`config.mk`:
```
export PLATFORM = sky130hd
export DESIGN_NAME = disp_rdctrl
export DESIGN_NICKNAME = d
export VERILOG_FILES = /design/src/rtl/disp_pkg.sv /design/src/rtl/disp_rdctrl.sv
export SDC_FILE = /design/constraint.sdc
export NUM_CORES = 1
export LEC_CHECK = 0
export BUFFER_PORTS_ARGS = -buffer_cell sky130_fd_sc_hd__buf_2
export CORE_MARGIN = 3
export CORE_UTILIZATION = 45
export CTS_CLUSTER_DIAMETER = 120
export DETAILED_ROUTE_END_ITERATION = 10
export HOLD_SLACK_MARGIN = 0.05
export PLACE_DENSITY_LB_ADDON = 0.3
export SETUP_SLACK_MARGIN = 0.05
export SYNTH_ARGS = -nofsm -noshare
export SYNTH_HDL_FRONTEND = slang
export SYNTH_SLANG_ARGS = --single-unit
```
`constraint.sdc`:
```
create_clock -name ACLK -period 3.15 [get_ports ACLK]
set_input_delay 0.1575 -clock ACLK [delete_from_list [all_inputs] [get_ports ACLK]]
set_output_delay 0.1575 -clock ACLK [all_outputs]
set_load 0.02 [all_outputs]
```
`src/rtl/disp_pkg.sv`:
```
// Shared types and frame-size helpers for the display VRAM read path.
package disp_pkg;

  typedef enum logic [1:0] {
    ResVga  = 2'b00,
    ResXga  = 2'b01,
    ResSxga = 2'b10,
    ResRsvd = 2'b11
  } resol_t;

  localparam int unsigned PIX_VGA  = 640 * 480;
  localparam int unsigned PIX_XGA  = 1024 * 768;
  localparam int unsigned PIX_SXGA = 1280 * 1024;

  typedef enum logic [2:0] {
    StIdle,
    StWaitVs,
    StHold,
    StReq,
    StDone,
    StDrain
  } rdctrl_state_e;

  // The reserved resolution code falls back to VGA.
  function automatic logic [16:0] bursts_per_frame(resol_t resol, int unsigned burst_len);
    int unsigned pix;
    case (resol)
      ResXga:  pix = PIX_XGA;
      ResSxga: pix = PIX_SXGA;
      default: pix = PIX_VGA;
    endcase
    return 17'(pix / burst_len);
  endfunction

endpackage

```
`src/rtl/disp_rdctrl.sv`:
```
// VRAM read-request sequencer: paces AXI AR bursts over one display frame.
// Defining DISP_RDCTRL_IRQ_EN adds the FRAME_DONE completion pulse.
module disp_rdctrl
  import disp_pkg::*;
#(
  parameter int unsigned BURST_LEN  = 16,
  parameter int unsigned MAX_OUTSTD = 4,
  parameter int unsigned FIFO_AW    = 9
) (
  input  logic             ACLK,
  input  logic             ARESET,
  input  logic             DISPON,
  input  logic [31:0]      DISPADDR,
  input  logic [1:0]       RESOL,
  input  logic             VSTART,
  input  logic [FIFO_AW:0] FIFO_FREE,
  input  logic             RLAST_DONE,
  input  logic             ERR_CLR,
  output logic [31:0]      ARADDR,
  output logic [7:0]       ARLEN,
  output logic             ARVALID,
  input  logic             ARREADY,
  output logic             BUSY,
`ifdef DISP_RDCTRL_IRQ_EN
  output logic             FRAME_DONE,
`endif
  output logic             FRAME_LATE
);

  localparam int unsigned OutW = $clog2(MAX_OUTSTD + 1);

  rdctrl_state_e   state_q, state_d;
  logic [31:0]     base_q, base_d;
  logic [16:0]     left_q, left_d;
  logic [16:0]     idx_q, idx_d;
  logic [OutW-1:0] outstd_q, outstd_d;
  logic            arvalid_q, arvalid_d;
  logic [31:0]     araddr_q, araddr_d;
  logic            restart_q, restart_d;
  logic            late_q, late_d;

  logic ar_hs, rl_dec, can_issue, latch, set_late, last_hs;

  assign ar_hs     = arvalid_q & ARREADY;
  assign rl_dec    = RLAST_DONE & (outstd_q != '0);
  assign can_issue = (32'(outstd_q) < MAX_OUTSTD) &&
                     (32'(FIFO_FREE) >= (32'(outstd_q) + 32'd1) * BURST_LEN);

  always_comb begin
    outstd_d = outstd_q;
    if (ar_hs && !rl_dec) begin
      outstd_d = outstd_q + OutW'(1);
    end else if (!ar_hs && rl_dec) begin
      outstd_d = outstd_q - OutW'(1);
    end
  end

  always_comb begin
    state_d   = state_q;
    base_d    = base_q;
    left_d    = left_q;
    idx_d     = idx_q;
    arvalid_d = arvalid_q;
    araddr_d  = araddr_q;
    restart_d = restart_q;
    latch     = 1'b0;
    set_late  = 1'b0;
    last_hs   = 1'b0;

    case (state_q)
      StIdle: begin
        if (DISPON) state_d = StWaitVs;
      end
      StWaitVs, StDone: begin
        if (!DISPON) begin
          state_d = StDrain;
        end else if (VSTART) begin
          latch   = 1'b1;
          state_d = StHold;
        end
      end
      StHold: begin
        if (!DISPON) begin
          state_d = StDrain;
        end else if (VSTART) begin
          latch    = 1'b1;
          set_late = 1'b1;
        end else if (can_issue) begin
          state_d   = StReq;
          arvalid_d = 1'b1;
          araddr_d  = base_q + 32'(idx_q) * (BURST_LEN * 4);
        end
      end
      StReq: begin
        if (VSTART) begin
          latch    = 1'b1;
          set_late = 1'b1;
        end
        if (ar_hs) begin
          arvalid_d = 1'b0;
          restart_d = 1'b0;
          state_d   = StHold;
          // A handshake that races a restart still belongs to the old frame.
          if (!VSTART && !restart_q) begin
            idx_d  = idx_q + 17'd1;
            left_d = left_q - 17'd1;
            if (left_q == 17'd1) begin
              state_d = StDone;
              last_hs = 1'b1;
            end
          end
          if (!DISPON) state_d = StDrain;
        end else if (VSTART) begin
          restart_d = 1'b1;
        end
      end
      StDrain: begin
        if (outstd_q == '0) state_d = StIdle;
      end
      default: state_d = StIdle;
    endcase

    if (latch) begin
      base_d = DISPADDR & 32'hFFFF_FFC0;
      left_d = bursts_per_frame(resol_t'(RESOL), BURST_LEN);
      idx_d  = '0;
    end
    late_d = (late_q & ~ERR_CLR) | set_late;
  end

  always_ff @(posedge ACLK) begin
    if (ARESET) begin
      state_q   <= StIdle;
      base_q    <= '0;
      left_q    <= '0;
      idx_q     <= '0;
      outstd_q  <= '0;
      arvalid_q <= 1'b0;
      araddr_q  <= '0;
      restart_q <= 1'b0;
      late_q    <= 1'b0;
    end else begin
      state_q   <= state_d;
      base_q    <= base_d;
      left_q    <= left_d;
      idx_q     <= idx_d;
      outstd_q  <= outstd_d;
      arvalid_q <= arvalid_d;
      araddr_q  <= araddr_d;
      restart_q <= restart_d;
      late_q    <= late_d;
    end
  end

`ifdef DISP_RDCTRL_IRQ_EN
  logic last_pend_q, last_pend_d, done_q, done_d;

  always_comb begin
    last_pend_d = last_pend_q | last_hs;
    done_d      = 1'b0;
    if (last_pend_d && outstd_d == '0) begin
      done_d      = 1'b1;
      last_pend_d = 1'b0;
    end
  end

  always_ff @(posedge ACLK) begin
    if (ARESET) begin
      last_pend_q <= 1'b0;
      done_q      <= 1'b0;
    end else begin
      last_pend_q <= last_pend_d;
      done_q      <= done_d;
    end
  end

  assign FRAME_DONE = done_q;
`else
  logic unused_last_hs;
  assign unused_last_hs = last_hs;
`endif

  assign ARADDR     = araddr_q;
  assign ARVALID    = arvalid_q;
  assign ARLEN      = 8'(BURST_LEN - 1);
  assign FRAME_LATE = late_q;
  assign BUSY       = (state_q != StIdle && state_q != StWaitVs) || (outstd_q != '0);

endmodule

```
==> results.ini, run 1 <==
[status]
status=completed

[synthesis]
synthFlopType=dfxtp_1
synthCells=639
synth_cell_types=58
synth-adder-area-share_pct=7.759
synth.most_common_cell=nand2_1
syn_area_um2=5192
synth_top_area_share_pct=36.63
ys_ff_latch=95
synth_area_leader_cell=dfxtp_1
synth_area_leaders=dfxtp_1 (37%), nand2_1 (7.2%), a21oi_1 (7.0%), ha_1 (7.0%), xnor2_1 (4.9%)
yosysSeqAreaShare_pct=36.63
synth_compound_area_share_pct=16.60
synth.avg_cell_area_um2=8.126
yosys_warnings=0
synthSimpleGateAreaFrac_pct=22.87
synthMuxAreaShare_pct=0.3855
synth_edf_count=0
synth_top_family_by_area=simple AND/OR/NAND/NOR gates
synth-xor-area-share_pct=9.108
synthArstFlopShare_pct=0
ys_top_cells_by_count=nand2_1 (100), dfxtp_1 (95), a21oi_1 (73)

[sta]
rsz0062_at_grt=false
setup_viol=0
fin_crit_sh_pct=88.72
slew_violations=0
max-slew-margin-rel_pct=49.47
fmax_ghz=0.3578
max_slew.worst_pin.slew_ns=0.7579
layout_min_cycle_time_ns=2.795
hold_violations=0
tns_ns=0
clock_skew_ns=0.009003

[route]
wl_mm=11.86
wire_per_inst_um=13.84
first_iter_violations=236
drc=0
via_count=4505
viasPerCell=5.257
postRouteAntennaNets=0
dr.pass1.iters=5

[global_routing]
antenna_found_initial=0
grt_overflow=0
first_global_vias=4257
grt_max_degree=41
track_usage_pct=18.90
grt_pass1_wl_mm=20.04

[cts]
cts_buffer_depth=2
cts.sink_count=95
post_cts_buffers=0
cts_tree=built
clock_latency_ns=0.34
path_clk_slew_ns=0.07
cts_root_buf=clkbuf_16
htree_levels=3
cts_buffers=9

[pwr]
power_density_nw_per_um2=582.7
p_leak_nw=2.552
vdd_drop_max_mv=0.3293

[worst_setup_path]
worst_ep_arrival_time_ns=3.03
end_kind=flop
cp-endpoint=ARADDR[16]
r2r_end=ARADDR[16]
ff2ff_setup_slack_ns=0.36
crit_type=flop to flop
cp-start-kind=flop
startpoint=outstd_q[0]
rr_worst_depth=11
r2r_start=outstd_q[0]
worstPathMaxFanout=14
required_ns=3.39

[floorplanning]
die_h_um=113.4
die_area_um2=12860
rows=38
io_pins=94
initial_core_util_pct=46.87
core_area_um2=11080
die_w_um=113.4

[placed_design]
gp_congestion=0.8853
port_buffers=73
place_area_um2=5600
hpwlAfterDp_mm=8.864
placedCellCount=830

[cells_and_area]
drive_gt1_share_pct=16.04
antenna_cells=0
final_nets=794
syn_to_final_growth_pct=16.51
layout.cells.non_filler=857
fin_area_um2=6050

[flow_run]
cap_viol_max_count=0

[hold_path]
hp-class=input port to flop

## how the worst min path moves through the flow
| stage | from | endpoint | slack, ns | cells after the start |
|---|---|---|---|---|
| CTS | DISPADDR[6] | base_q[6] | 0.05 | 3 |
| floorplan | DISPADDR[10] | base_q[10] | 0.29 | 2 |
| detailed placement | DISPADDR[19] | base_q[19] | 0.41 | 3 |
| global placement | DISPADDR[13] | base_q[13] | 0.40 | 3 |
| global route | DISPADDR[6] | base_q[6] | 0.05 | 3 |
| finish | DISPADDR[6] | base_q[6] | 0.06 | 3 |
## sequential cells by signal, indices dropped and copies added, names as in the netlist
register and count:
ARADDR 26, ARVALID 1, FRAME_LATE 1, base_q 26, idx_q 17, left_q 17, outstd_q 3, restart_q 1
state_q 3
## through the flow
step	util [%]	power (mW)	hold WS, ns	setup slack (ns)
3_3_place_gp	50.55	2.300	0.3989	0.3363
3_5_place_dp	50.55	2.335	0.4059	0.1661
5_1_grt	54.61	3.719	0.05390	0.09075
6_report	54.61	3.525	0.05649	0.3554
2_1_floorplan	-	2.150	0.2935	0.3711
4_1_cts	54.52	3.542	0.05011	0.1480
## cell usage in the layout, fill, tap and decap left out, types with 14 or more instances in the layout
cell	count
nor3_1	15
dfxtp_1	95
nand3_1	17
xor2_1	25
a22o_1	14
a21oi_1	73
xnor2_1	29
inv_1	23
buf_2	73
nor2_1	59
conb_1	14
ha_1	29
nand2_1	100
## what timing repair did
action                                  4_1_cts  5_1_grt
hold buffers                                 11        0
endpoints found under the hold margin        11        0
gates resized for setup                       0        2
endpoints found under the setup margin        0       16
## power by group
part | leakage, nW | internal [mW] | switching [mW] | total [mW]
Sequential | 0.768 | 1.31 | 0.139 | 1.45
Combinational | 1.62 | 0.354 | 0.528 | 0.881
Clock | 0.159 | 0.721 | 0.473 | 1.19
## kinds of logic after synthesis
| family | Yosys count |
|---|---|
| XOR/XNOR | 54 |
| multiplexers | 2 |
| adder cells (fa/ha/maj) | 31 |
| other | 2 |
| flip-flops | 95 |
| buffers and inverters | 66 |
| AO/OA/AOI/OAI | 136 |
| AND/OR/NAND/NOR | 253 |
## worst max-delay path: stages (launching register included)
cell and delay, ns:
dfxtp_1 0.45, inv_1 0.09, ha_1 0.28, inv_1 0.04, ha_1 0.28, and2_0 0.12
a221oi_1 0.07, o21ai_0 0.18, or2b_2 0.35, nor3_1 0.31, nor2_2 0.20, a22o_1 0.31
## per-layer routing
metal / up-vias / part of all wire (%) / global-route usage, %
met3: 19 / 4.4 / 3.289
met1: 2057 / 48 / 26.22
met2: 112 / 46 / 29.98
li1: 2317 / - / -
met4: 0 / 1.8 / 6.170
met5: - / 0 / 0
## area by class of cell
| cell class | count | area, um^2 |
|---|---|---|
| fill | 1036 | 5029 |
| multi-input combinational | 490 | 3014 |
| sequential | 95 | 1902 |
| timing repair buffer | 93 | 543.0 |
| clock buffer | 10 | 239.0 |
| tap | 140 | 175.2 |
| clock inverter | 6 | 90.09 |
| inverter | 23 | 86.33 |
Power figures use the tool's default switching activity.
==> inputs of run 2 (changes only) <==
==> constraint.sdc (replaced) <==
create_clock -name ACLK -period 3.15 [get_ports ACLK]
set_input_delay 0.315 -clock ACLK [delete_from_list [all_inputs] [get_ports ACLK]]
set_output_delay 0.315 -clock ACLK [all_outputs]
set_load 0.02 [all_outputs]
==> run 2 against run 1 <==
Count of clock-buffer cells in the layout up 1. Fmax rose by 0.98%. Sequential share of layout area up 0.75 points. Highest routed layer unchanged. Non-clock buffer count down 11. Hold slack gained 0.15 ns. Combinational power down 1%. Final cell count shrank 1.3%. Critical path depth rose by 1. Utilization is 1.3 points lower.
==> results.ini, run 2 (synthesized netlist as in run 1, its figures left out) <==
[status]
status=completed  ; unchanged

[route]
postRouteAntennaNets=0  ; unchanged
drc=0  ; unchanged
wl_mm=11.71  ; was 11.86 mm
wire_per_inst_um=13.84  ; about the same
via_count=4512  ; was 4505
viasPerCell=5.333  ; was 5.257
first_iter_violations=243  ; was 236
dr.pass1.iters=5  ; unchanged

[placed_design]
port_buffers=73  ; unchanged
hpwlAfterDp_mm=8.909  ; was 8.864 mm
gp_congestion=0.8843  ; was 0.8853

[cells_and_area]
antenna_cells=0  ; unchanged
layout_common_cells=nand2_1 (100), dfxtp_1 (95), a21oi_1 (73), buf_2 (73), nor2_1 (59)  ; unchanged
syn_to_final_growth_pct=13.81  ; was 16.51%
fillCellCount=1040  ; was 1036
drive_gt1_share_pct=16.15  ; was 16.04%
layout_commonest_cell=nand2_1  ; unchanged
final_nets=783  ; was 794

[worst_setup_path]
cp-start-kind=flop  ; unchanged
end_kind=flop  ; unchanged
rr_worst_depth=12  ; was 11
worst_ep_arrival_time_ns=3.05  ; was 3.03 ns
required_ns=3.43  ; was 3.39 ns
worstPathMaxFanout=14  ; unchanged
crit_type=flop to flop  ; unchanged

[cts]
htree_levels=3  ; unchanged
cts_resized=0  ; unchanged
clock_latency_ns=0.34  ; about the same
post_cts_buffers=0  ; unchanged
cts_buffers=9  ; unchanged
hold_buffers=0  ; was 11
cts_root_buf=clkbuf_16  ; unchanged
path_clk_slew_ns=0.07  ; about the same
cts_tree=built  ; unchanged
cts_buffer_depth=2  ; unchanged
cts.sink_count=95  ; unchanged

[floorplanning]
initial_core_util_pct=46.87  ; unchanged
die_h_um=113.4  ; unchanged
rows=38  ; unchanged
core_area_um2=11080  ; unchanged
die_w_um=113.4  ; unchanged
die_area_um2=12860  ; unchanged
io_pins=94  ; unchanged

[sta]
fin_crit_sh_pct=87.86  ; was 88.72%
hold_ws_ns=0.2088  ; was 0.05649 ns
max-slew-margin-rel_pct=50.85  ; was 49.47%
max_slew.worst_pin.slew_ns=0.7372  ; was 0.7579 ns
hold_violations=0  ; unchanged
rsz0062_at_grt=false  ; unchanged
clock_skew_ns=0.007893  ; was 0.009003 ns
tns_ns=0  ; unchanged
slew_violations=0  ; unchanged
fmax_ghz=0.3613  ; was 0.3578 GHz
setup_viol=0  ; unchanged
layout_min_cycle_time_ns=2.767  ; was 2.795 ns

[global_routing]
track_usage_pct=18.50  ; was 18.90%
grt_max_degree=41  ; unchanged
first_global_vias=4145  ; was 4257
grt_pass1_wl_mm=19.49  ; was 20.04 mm
antenna_found_initial=0  ; unchanged
grt_overflow=0  ; unchanged

[pwr]
p_leak_nw=2.492  ; was 2.552 nW
vdd_drop_max_mv=0.3242  ; was 0.3293 mV
power_density_nw_per_um2=577.8  ; was 582.7 nW/um^2

[hold_path]
holdPathStages=3  ; unchanged
hp-class=input port to flop  ; unchanged

[flow_run]
cap_viol_max_count=0  ; unchanged

run 2: changes by cell type in the layout (fill, tap and decap cells not counted), sizes merged:
cell / delta
clkinv: +1
dlygate4sd3: -11
clkbuf: +1
bufinv: -1
inv: -1
run 2: final timing paths:
path | start | endpoint | slack (ns)
worst min register to register | ARADDR[20] | ARADDR[20] | 0.46
worst max register to register | outstd_q[0] | ARADDR[23] | 0.38
worst min-delay path | DISPADDR[17] | base_q[17] | 0.21
worst max-delay path | outstd_q[0] | ARADDR[23] | 0.38
run 2: final cells by class:
type	count	area (um^2)	share of cell area, %
Clock buffer	11	242.7	4.108
Clock inverter	5	56.30	0.9528
Inverter	23	86.33	1.461
Multi-Input combinational cell	490	3014	51.01
Sequential cell	95	1902	32.18
Tap cell	140	175.2	2.964
Timing Repair Buffer	82	432.9	7.326
run 2: critical path, stage by stage (launching register included):
cell	delay [ns]
dfxtp_1	0.44
inv_1	0.10
ha_1	0.28
inv_1	0.04
ha_1	0.28
and2_0	0.13
a221oi_1	0.08
o21ai_0	0.15
or2b_2	0.35
or3_1	0.37
nor2_1	0.11
buf_4	0.22
a22o_1	0.15
run 2: stage by stage:
step	instance area [um^2]	util, %	cells	total power, mW	setup WS [ns]
2_1_floorplan	5238	-	651	2.150	0.3711
3_3_place_gp	5600	50.55	830	2.300	0.3308
3_5_place_dp	5600	50.55	830	2.337	0.1834
4_1_cts	5899	53.25	846	3.428	0.1748
5_1_grt	5909	53.34	846	3.614	0.1771
6_report	5909	53.34	846	3.415	0.3825
run 2: power by group:
group	internal (mW)	leakage, nW	switching (mW)
clock network	0.637	0.146	0.460
registers	1.31	0.768	0.140
logic	0.345	1.58	0.523
total	2.29	2.49	1.12
run 2: metal layers:
layer	GRT usage, %	wire length [um]	share of wire [%]
met3	2.812	642	5.5
met2	29.42	5423	46
met4	6.410	116	0.99
met1	25.70	5525	47
met5	0	0	0
